<file path="src/rtl/uart_tx_buffered.sv">
// Buffered 8N1 UART transmitter: a byte FIFO feeding a start/data/stop serializer.
// tx is registered; queued bytes are sent back to back with no idle gap between frames.
module uart_tx_buffered #(
  parameter int CLK_FREQ   = 50_000_000,
  parameter int BAUD_RATE  = 115_200,
  parameter int FIFO_DEPTH = 16
) (
  input  logic                        clk,
  input  logic                        rst_n,
  input  logic                        in_valid,
  input  logic [7:0]                  in_data,
  output logic                        in_ready,
  output logic                        tx,
  output logic                        tx_busy,
  output logic [$clog2(FIFO_DEPTH):0] fifo_count
);

  localparam int DIV = CLK_FREQ / BAUD_RATE;
  localparam int AW  = $clog2(FIFO_DEPTH);
  localparam int CW  = AW + 1;
  localparam int BW  = (DIV > 1) ? $clog2(DIV) : 1;

  typedef enum logic [1:0] {IDLE, START, DATA, STOP} state_t;

  state_t        state;
  state_t        state_next;
  logic [BW-1:0] baud_cnt;
  logic [2:0]    bit_idx;
  logic [2:0]    bit_idx_next;
  logic [7:0]    shift;
  logic [7:0]    mem [FIFO_DEPTH];
  logic [AW-1:0] wr_ptr;
  logic [AW-1:0] rd_ptr;
  logic          bit_end;
  logic          fifo_empty;
  logic          push;
  logic          pop;
  logic          tx_d;

  assign bit_end    = (baud_cnt == BW'(DIV - 1));
  assign fifo_empty = (fifo_count == '0);
  // Full test looks at the registered count only: a pop in the same cycle never makes room.
  assign in_ready   = (fifo_count != CW'(FIFO_DEPTH));
  assign push       = in_valid && in_ready;
  assign tx_busy    = (state != IDLE) || !fifo_empty;

  // NOTE: sequential state uses non-blocking assignments so every register sees pre-edge values.
  always_ff @(posedge clk) begin
    if (!rst_n) state <= IDLE;
    else        state <= state_next;
  end

  always_comb begin
    // NOTE: default assignment first so every path drives state_next and no latch is inferred.
    state_next = state;
    case (state)
      IDLE:    if (!fifo_empty) state_next = START;
      START:   if (bit_end) state_next = DATA;
      DATA:    if (bit_end && (bit_idx == 3'd7)) state_next = STOP;
      STOP:    if (bit_end) state_next = fifo_empty ? IDLE : START;
      default: state_next = IDLE;
    endcase
  end

  always_comb begin
    bit_idx_next = bit_idx;
    if (bit_end) begin
      if (state == START)     bit_idx_next = '0;
      else if (state == DATA) bit_idx_next = bit_idx + 3'd1;
    end
  end

  // tx is computed from the upcoming state so the registered line changes on the same edge.
  always_comb begin
    pop = (state_next == START) && ((state == IDLE) || (state == STOP));
    case (state_next)
      START:   tx_d = 1'b0;
      DATA:    tx_d = shift[bit_idx_next];
      default: tx_d = 1'b1;
    endcase
  end

  always_ff @(posedge clk) begin
    if (!rst_n) begin
      tx         <= 1'b1;
      baud_cnt   <= '0;
      bit_idx    <= '0;
      shift      <= '0;
      wr_ptr     <= '0;
      rd_ptr     <= '0;
      fifo_count <= '0;
    end else begin
      tx      <= tx_d;
      bit_idx <= bit_idx_next;
      if ((state == IDLE) || bit_end) baud_cnt <= '0;
      else                            baud_cnt <= baud_cnt + BW'(1);
      if (pop) begin
        shift  <= mem[rd_ptr];
        rd_ptr <= rd_ptr + AW'(1);
      end
      if (push) wr_ptr <= wr_ptr + AW'(1);
      case ({push, pop})
        2'b10:   fifo_count <= fifo_count + CW'(1);
        2'b01:   fifo_count <= fifo_count - CW'(1);
        default: fifo_count <= fifo_count;
      endcase
    end
  end

  // NOTE: FIFO storage has no reset; pointers and count decide which entries are meaningful.
  always_ff @(posedge clk) begin
    if (rst_n && push) mem[wr_ptr] <= in_data;
  end

endmodule
</file>
<file path="config.mk">
export PLATFORM = sky130hd
export DESIGN_NAME = uart_tx_buffered
export DESIGN_NICKNAME = d
export VERILOG_FILES = /design/src/rtl/uart_tx_buffered.sv
export SDC_FILE = /design/constraint.sdc
export NUM_CORES = 1
export LEC_CHECK = 0
export CAP_MARGIN = 25
export CORE_MARGIN = 2
export CORE_UTILIZATION = 55
export CTS_CLUSTER_DIAMETER = 80
export CTS_CLUSTER_SIZE = 30
export DETAILED_ROUTE_END_ITERATION = 8
export GPL_TIMING_DRIVEN = 1
export PLACE_DENSITY = 0.79
export SLEW_MARGIN = 25
export SYNTH_ARGS = -nofsm -noshare
export SYNTH_HDL_FRONTEND = slang
export SYNTH_SLANG_ARGS = --single-unit
</file>
<file path="constraint.sdc">
create_clock -name clk -period 8.1 [get_ports clk]
set_input_delay 2.43 -clock clk [delete_from_list [all_inputs] [get_ports clk]]
set_output_delay 2.43 -clock clk [all_outputs]
set_load 0.01 [all_outputs]
</file>
==> impl_metrics.toml, run 1 <==
[status]
status = "completed"

[yosys]
synthAdderAreaFrac_pct = 3.31
synthXorXnorAreaFrac_pct = 1.74
async_flop_share_pct = 0
synth_edf_count = 128
synth-seq-cells = 164
synth_top_family_by_area = "multiplexers"
synth_area_per_cell_um2 = 15.7
synth_compound_area_share_pct = 4.87
yosys.area.top_type = "edfxtp_1"
synth_cell_types = 61
synthesis.nets = 477
synth_mux_area_share_pct = 14.4
synth_seq_area_share_pct = 64.8
synth_ff_type = "edfxtp_1"
yosys_warnings = 0
yosysTopAreaCellShare_pct = 54.6
yosys.area_share.simple_pct = 8.82
synthCells = 448
syn_area_mm2 = 0.00704
ys_top_cells_by_area = "edfxtp_1 (55%), mux4_2 (13%), dfxtp_1 (10%), ha_1 (3.0%), nand2_1 (1.8%)"

[timing]
final.setup.tns_ns = 0
rsz0062_at_grt = "no"
period_needed_ns = 4.58
fmax_ghz = 0.218
final-hold-violation-count = 0
worst_slew_pin_slew_ns = 0.935
setup_viol = 0
slew_viol_final = 0
slew_headroom_pct = 37.5
finClkSkew_ns = 0.0136
timing.final.crit_share_pct = 56.6

[place]
place_area_mm2 = 0.00737
place.port_buffers = 18
gp_congestion = 0.799
detailed_place_hpwl_mm = 8.51

[floorplanning]
rows = 41
coreArea_mm2 = 0.0126
start_util_pct = 56.0
fp.dieW_um = 117
die_area_mm2 = 0.0137
die_h_um = 117
ioPinCount = 19

[final_layout]
drive_gt1_share_pct = 16.7
layout.nets = 496
num_antenna_cells = 0
syn_to_final_growth_pct = 12.7
fin_area_mm2 = 0.00793

[routing]
wirelength_mm = 13.5
first_pass_iters = 5
drcViolationCount = 0
routedWlPerCell_um = 20.7
vias_per_cell = 5.88
drtIter0Drc = 482
drtAntennaViolNets = 0
vias = 3826

[setup_path]
cp.required_ns = 5.67
crit_chain = "or4_4, nor2_1, nand2_1, clkdlybuf4s50_1"
arrival_ns = 2.15
worstSetupPathType = "reg -> out"
crit_path_start_kind = "flop"
crit_buf_inv = 1
worstSetupEndpointType = "primary output"
worstPathMaxFanout = 6
cp_top_family = "simple AND/OR/NAND/NOR gates"
max_stage_delay_ns = 0.56
worst_path_max_delay_cell = "or4_4"

[clocking]
cts_root_buffer = "clkbuf_16"
clk_pin_slew_ns = 0.06
clockBufferDepth = 2
numCtsBuffers = 17
cts_setup_buffers = 0
cts_tree = "done"
clkLatencyLatePin_ns = 0.42
cts_hold_buffers = 0
htree_levels = 4
cts_resized = 0
clock_sinks = 164

[power]
powerDensity_mw_per_mm2 = 302
power.leakage_nw = 2.58
peakVddDrop_mv = 0.175

[hold_path]
hp-class = "reg -> reg"

[global_routing]
track_usage_pct = 21.6
antenna_found_initial = 0
first_global_vias = 3818
gr-total-overflow = 0
grt_max_degree = 45
grt_pass1_wl_mm = 21.1

[flow_run]
max_cap_violations = 0
-- path summary, 6_finish.rpt --
kind	from	to	slack [ns]	cells after the start
hold reg to reg	shift[6]	shift[6]	0.48	2
setup / recovery	fifo_count[0]	tx_busy	3.52	4
setup reg to reg	state[0]	fifo_count[4]	4.20	15
hold / removal	shift[6]	shift[6]	0.48	2
-- layer usage --
metal | track usage [%] | vias to the layer above | part of all wire, %
met5 | 0 | - | 0
met1 | 28.6 | 1919 | 43
li1 | - | 1770 | -
met4 | 6.27 | 0 | 0.77
met3 | 5.72 | 10 | 5.3
met2 | 35.9 | 127 | 51
-- flip-flops by register name, summed over array words and instances (netlist names) --
name,cells
bit_idx,3
fifo_count,5
tx,1
wr_ptr,4
rd_ptr,4
mem,128
state,2
shift,8
baud_cnt,9
-- layout by cell type, fill, tap and decap left out, drive strengths merged, types with 2 or more instances in the layout --
cell type	count
inv	16
a21oi	5
mux2i	11
o32ai	2
a32oi	2
or3b	2
o211ai	2
nand3	10
buf	3
nand2	34
or4	3
clkinvlp	5
mux4	40
xor2	8
edfxtp	128
o21ai	11
and2	14
ha	17
nand3b	3
dfxtp	36
or2	2
o22ai	2
clkbuf	20
nand4b	3
clkdlybuf4s50	18
xnor2	6
clkinv	2
and4b	2
o311ai	3
bufinv	2
a21boi	4
nor2b	5
nor2	33
and3	4
a21o	3
-- final cells by class --
class / count / area (um2)
clock buffers: 20 / 437
repair buffers: 21 / 203
fillers: 908 / 4640
flip-flops and latches: 164 / 4570
multi-input cells: 249 / 2330
well taps: 172 / 215
inverters: 14 / 52.6
clock inverters: 11 / 128
-- synth_stat cells (3+ instances only) --
library cell,count
a21oi_1,4
and2_1,14
nand2_1,34
buf_2,5
nand3_1,10
ha_1,17
nor2b_1,5
xnor2_1,6
nand3b_1,3
mux4_2,40
inv_1,14
nor2_1,32
and3_1,4
dfxtp_1,36
a21o_1,3
a21boi_0,3
buf_1,3
nand4b_1,3
edfxtp_1,128
mux2i_1,11
clkbuf_1,12
xor2_1,8
o21ai_0,9
-- cells by family after synthesis --
kind of cell,Yosys count
mux,51
xor+xnor,14
fa+ha+maj,18
compound gates,45
buf+inv,35
simple gates,121
flops,164
-- worst reg2reg max path, cell delays in order (launching register included) --
cell and delay, ns:
dfxtp_1 0.48, inv_1 0.10, ha_1 0.36, a31oi_1 0.20, or2_1 0.16, nand4b_1 0.19
nor2_2 0.56, ha_1 0.35, inv_1 0.10, fa_1 0.41, nor2b_1 0.12, o21ai_0 0.10
and3_1 0.19, nor3_1 0.21, xor2_1 0.09, and2_1 0.16
-- per-stage QoR --
step | setup WS, ns | hold WS [ns] | std cells | util (%) | power [W]
floorplan | 3.78 | 0.441 | 448 | - | 0.00149
global placement | 3.29 | 0.459 | 620 | 58.6 | 0.00163
detailed placement | 3.23 | 0.472 | 620 | 58.6 | 0.00165
CTS | 3.49 | 0.480 | 651 | 63.1 | 0.00241
global route | 3.42 | 0.494 | 651 | 63.1 | 0.00250
finish | 3.52 | 0.478 | 651 | 63.1 | 0.00240
-- where the power goes --
part	switching (W)	total, W	internal (W)	leakage [nW]
logic	0.000312	0.000624	0.000312	0.875
registers	0.0000465	0.00101	0.000961	1.45
clock network	0.000315	0.000768	0.000453	0.257
total	0.000673	0.00240	0.00173	2.58
Note: power is estimated with default switching activity, not from simulation.
==> run 2: changes to the inputs <==
==> constraint.sdc (replaced) <==
create_clock -name clk -period 4.5 [get_ports clk]
set_input_delay 1.35 -clock clk [delete_from_list [all_inputs] [get_ports clk]]
set_output_delay 1.35 -clock clk [all_outputs]
set_load 0.01 [all_outputs]
==> impl_metrics.toml, run 2 (same netlist as run 1, synthesis figures left out) <==
[setup_path]
worstSetupPathType = "reg -> out"
crit_path_end = "tx_busy"
cp.required_ns = 3.15
worstPathMaxFanout = 6
r2r_slack_ns = 1.16
worstSetupEndpointType = "primary output"
crit_path_start_kind = "flop"
arrival_ns = 2.17
r2r_start = "state[0]"
r2r_cells = 15
reg2reg_to = "fifo_count[4]"
startpoint = "fifo_count[0]"

[floorplanning]
fp.dieW_um = 117
die_area_mm2 = 0.0137
die_h_um = 117
rows = 41
coreArea_mm2 = 0.0126
start_util_pct = 56.0
ioPinCount = 19

[power]
seqPwrFrac_pct = 43.3
peakVddDrop_mv = 0.331
power.leakage_nw = 2.59
power.switching_w = 0.00125
powerDensity_mw_per_mm2 = 539
clock_power_share_pct = 31.3
fin_total_pwr_w = 0.00427
swShare_pct = 29.4
combPwrFrac_pct = 25.3
internal_power_w = 0.00302

[final_layout]
final_cell_mix = "edfxtp_1 (128), mux4_2 (40), dfxtp_1 (35), nand2_1 (34), nor2_1 (32)"
final_common_cell = "edfxtp_1"
reg.largest.list = "mem: 128 flops, baud_cnt: 9 flops, shift: 8 flops"
syn_to_final_growth_pct = 12.5
regMostFlops = "mem"
drive_gt1_share_pct = 17.7
stdcell_count = 653
layout.nets = 497
largest_reg_flops = 128
num_antenna_cells = 0

[timing]
setup_viol = 0
slew_headroom_pct = 38.9
final.setup.tns_ns = 0
finClkSkew_ns = 0.0242
holdWs_ns = 0.486
fmax_ghz = 0.284
rsz0062_at_grt = "no"
period_needed_ns = 3.52
timing.final.crit_share_pct = 78.3
final-hold-violation-count = 0
slew_viol_final = 0
worst_slew_pin_slew_ns = 0.913

[routing]
first_pass_iters = 4
vias_per_cell = 5.71
drtIter0Drc = 332
drcViolationCount = 0
vias = 3726
drtAntennaViolNets = 0
routedWlPerCell_um = 19.1
wirelength_mm = 12.5

[place]
gp_congestion = 0.822
dp_cells = 621
place.port_buffers = 18
detailed_place_hpwl_mm = 8.49

[clocking]
cts_hold_buffers = 0
cts_root_buffer = "clkbuf_16"
cts_tree = "done"
clock_sinks = 164
clockBufferDepth = 2
htree_levels = 4
clk_pin_slew_ns = 0.07
cts_setup_buffers = 0
clkLatencyLatePin_ns = 0.44
cts_resized = 0
numCtsBuffers = 17

[global_routing]
antenna_found_initial = 0
first_global_vias = 3790
grt_pass1_wl_mm = 19.9
grt_max_degree = 44
track_usage_pct = 20.3
gr-total-overflow = 0

[status]
status = "completed"

[flow_run]
max_cap_violations = 0

[hold_path]
whs_path_depth = 2
hp-class = "reg -> reg"
## run 2: cell count changes in the layout (fill, tap and decap cells not counted), sizes merged
cell,delta
clkinvlp,-2
bufinv,-2
clkbuf,-3
inv,+4
buf,+1
clkinv,+4
## run 2: layout make-up
type,count,area (um2)
fillers,894,4650
clock inverters,15,123
inverters,14,52.6
clock buffers,17,425
repair buffers,22,210
multi-input cells,249,2330
flip-flops and latches,164,4570
well taps,172,215
## run 2: worst min-delay path by stage
stage | startpoint | slack (ns) | end
3_3_place_gp | baud_cnt[0] | 0.46 | baud_cnt[0]
4_1_cts | shift[6] | 0.49 | shift[6]
5_1_grt | shift[3] | 0.51 | shift[3]
2_1_floorplan | baud_cnt[0] | 0.44 | baud_cnt[0]
3_5_place_dp | shift[1] | 0.47 | shift[1]
6_report | shift[7] | 0.49 | shift[7]
## run 2: critical path: stages (launching register included)
cell,delay [ns]
dfxtp_1,0.37
or4_4,0.56
nor2_1,0.15
nand2_1,0.14
clkdlybuf4s50_1,0.51
## run 2: through the flow
stage               util [%]  setup slack, ns  instance area (um2)
floorplan                  -             1.26                 7040
finish                  63.0            0.977                 7920
CTS                     63.0            0.965                 7920
global route            63.0            0.870                 7920
detailed placement      58.7            0.712                 7370
global placement        58.7            0.786                 7370
## run 2: routing by layer
layer  global-route usage (%)  share of wire [%]  vias to the layer above
met5                        0                  0                        -
met4                     7.76                1.3                        0
met3                     5.87                5.3                       17
met2                     33.8                 51                       91
met1                     25.6                 42                     1853
li1                         -                  -                     1765
## run 2: power groups by stage
| stage | Clock [W] | Sequential (W) | Combinational (W) |
|---|---|---|---|
| after floorplan | 0 | 0.00183 | 0.000856 |
| after global placement | 0 | 0.00188 | 0.00105 |
| after detailed placement | 0 | 0.00189 | 0.00109 |
| after CTS | 0.00137 | 0.00185 | 0.00109 |
| after global routing | 0.00142 | 0.00187 | 0.00119 |
| final | 0.00134 | 0.00185 | 0.00108 |
==> run 3: changes to the inputs <==
--- a/config.mk
+++ b/config.mk
@@ -12,7 +12,7 @@
 export CTS_CLUSTER_SIZE = 30
 export DETAILED_ROUTE_END_ITERATION = 8
 export GPL_TIMING_DRIVEN = 1
-export PLACE_DENSITY = 0.79
+export PLACE_DENSITY = 0.82
 export SLEW_MARGIN = 25
 export SYNTH_ARGS = -nofsm -noshare
 export SYNTH_HDL_FRONTEND = slang
==> constraint.sdc (replaced) <==
create_clock -name clk -period 3.16 [get_ports clk]
set_input_delay 0.948 -clock clk [delete_from_list [all_inputs] [get_ports clk]]
set_output_delay 0.948 -clock clk [all_outputs]
set_load 0.01 [all_outputs]
==> impl_metrics.toml, run 3 (same netlist as run 1, synthesis figures left out) <==
[status]
status = "completed"

[global_routing]
first_global_vias = 4118
grt_max_degree = 36
track_usage_pct = 21.6
antenna_found_initial = 0
grt_pass1_wl_mm = 21.2
gr-total-overflow = 0

[timing]
fmax_ghz = 0.328
slew_viol_final = 0
setup_viol = 0
final.setup.tns_ns = 0
slew_headroom_pct = 53.7
period_needed_ns = 3.05
finClkSkew_ns = 0.0103
worst_slew_pin_slew_ns = 0.694
final-hold-violation-count = 0
timing.final.crit_share_pct = 96.6

[final_layout]
final_core_util_pct = 65.2
final_cell_mix = "edfxtp_1 (128), mux4_2 (40), buf_4 (35), nand2_1 (34), dfxtp_1 (33)"
nFillCells = 858
regMostFlops = "mem"
num_antenna_cells = 0
syn_to_final_growth_pct = 16.5
layout.nets = 529
fin_area_mm2 = 0.00820
multi_input_area_mm2 = 0.00234
final_common_cell = "edfxtp_1"
largest_reg_flops = 128
drive_gt1_share_pct = 23.6
reg.largest.list = "mem: 128 flops, baud_cnt: 9 flops, shift: 8 flops"
register_area_mm2 = 0.00457

[setup_path]
cp_top_family = "simple AND/OR/NAND/NOR gates"
worst_path_max_delay_cell = "dfxtp_2"
worstSetupEndpointType = "flop"
r2r_slack_ns = 0.11
worstPathMaxFanout = 5
crit_chain = "inv_1, ha_1, and4b_2, a31oi_1, or2_1, nand4b_1, nor2_2, ha_2, inv_1, fa_2, nor2b_1, o21ai_0, and3_1, nor3_2, xor2_1, and2_1"
r2r_cells = 16
cp.required_ns = 3.48
crit_buf_inv = 2
cpMostUsedCell = "inv_1"
startpoint = "baud_cnt[1]"
r2r_start = "baud_cnt[1]"
cp_num_cells = 16
arrival_ns = 3.37
crit_path_end = "fifo_count[4]"
worstSetupPathType = "reg -> reg"
max_stage_delay_ns = 0.35
reg2reg_to = "fifo_count[4]"
crit_path_start_kind = "flop"

[routing]
wirelength_mm = 13.4
routedWlPerCell_um = 19.6
vias_per_cell = 5.85
drtAntennaViolNets = 0
first_pass_iters = 6
drtIter0Drc = 291
vias = 4008
drcViolationCount = 0

[place]
gp_congestion = 0.863
place_area_mm2 = 0.00760
place.port_buffers = 18
detailed_place_hpwl_mm = 9.07

[floorplanning]
die_area_mm2 = 0.0137
coreArea_mm2 = 0.0126
die_h_um = 117
start_util_pct = 56.0
ioPinCount = 19
rows = 41
fp.dieW_um = 117

[clocking]
htree_levels = 4
cts_tree = "done"
clockBufferDepth = 2
clock_sinks = 164
cts_root_buffer = "clkbuf_16"
numCtsBuffers = 17
clk_pin_slew_ns = 0.06
cts_hold_buffers = 0
clkLatencyLatePin_ns = 0.44

[power]
powerDensity_mw_per_mm2 = 768
peakVddDrop_mv = 0.558
fin_total_pwr_w = 0.00630
power.leakage_nw = 2.77

[flow_run]
max_cap_violations = 0

[hold_path]
hp-class = "reg -> reg"
[run 3: cell count changes in the layout (fill, tap and decap cells not counted), moves of 2 or more]
cell	before	now
buf_4	4	35
inv_8	3	1
dfxtp_1	35	33
dfxtp_2	1	3
clkbuf_1	0	2
[run 3: worst min path at each step]
| stage | slack, ns | startpoint | cells past startpoint | end |
|---|---|---|---|---|
| 6_report | 0.48 | shift[1] | 2 | shift[1] |
| 5_1_grt | 0.49 | shift[1] | 2 | shift[1] |
| 4_1_cts | 0.48 | shift[6] | 2 | shift[6] |
| 3_5_place_dp | 0.47 | shift[1] | 2 | shift[1] |
| 3_3_place_gp | 0.46 | shift[0] | 2 | shift[0] |
| 2_1_floorplan | 0.44 | baud_cnt[0] | 1 | baud_cnt[0] |
[run 3: area by class of cell]
type	instances	share of cell area, %
clock buffers	19	5.28
well taps	172	2.63
flip-flops and latches	164	55.7
multi-input cells	249	28.6
inverters	14	0.641
clock inverters	13	1.50
repair buffers	54	5.68
[run 3: per-layer routing]
| metal | share of wire (%) | track usage, % | vias up |
|---|---|---|---|
| li1 | - | - | 1829 |
| met3 | 5.2 | 6.54 | 26 |
| met2 | 54 | 37.6 | 116 |
| met5 | 0 | 0 | - |
| met4 | 1.9 | 7.45 | 0 |
| met1 | 39 | 25.7 | 2037 |
[run 3: report_power, final]
group          internal (W)  leakage [nW]  switching, W  total [W]
combinational      0.000918          1.06      0.000834    0.00175
clock               0.00109         0.268      0.000852    0.00194
sequential          0.00246          1.45      0.000135    0.00260
[run 3: repair_timing]
item,in CTS,in global routing
pin swaps,0,5
buffers inserted,0,4
endpoints found under the setup margin,1,2
gates resized for setup,1,5
[run 3: tightest hold or removal path: stages, from the launching register on]
cell and delay [ns]:
dfxtp_1 0.32, nand2_1 0.06, mux2i_1 0.05
[run 3: through the flow]
stage / setup WS [ns] / hold slack [ns] / std cells
2_1_floorplan: 0.0199 / 0.441 / 448
3_5_place_dp: -0.103 / 0.468 / 649
3_3_place_gp: 0.00390 / 0.460 / 649
5_1_grt: -0.0416 / 0.492 / 685
6_report: 0.109 / 0.481 / 685
4_1_cts: 0.0158 / 0.483 / 681
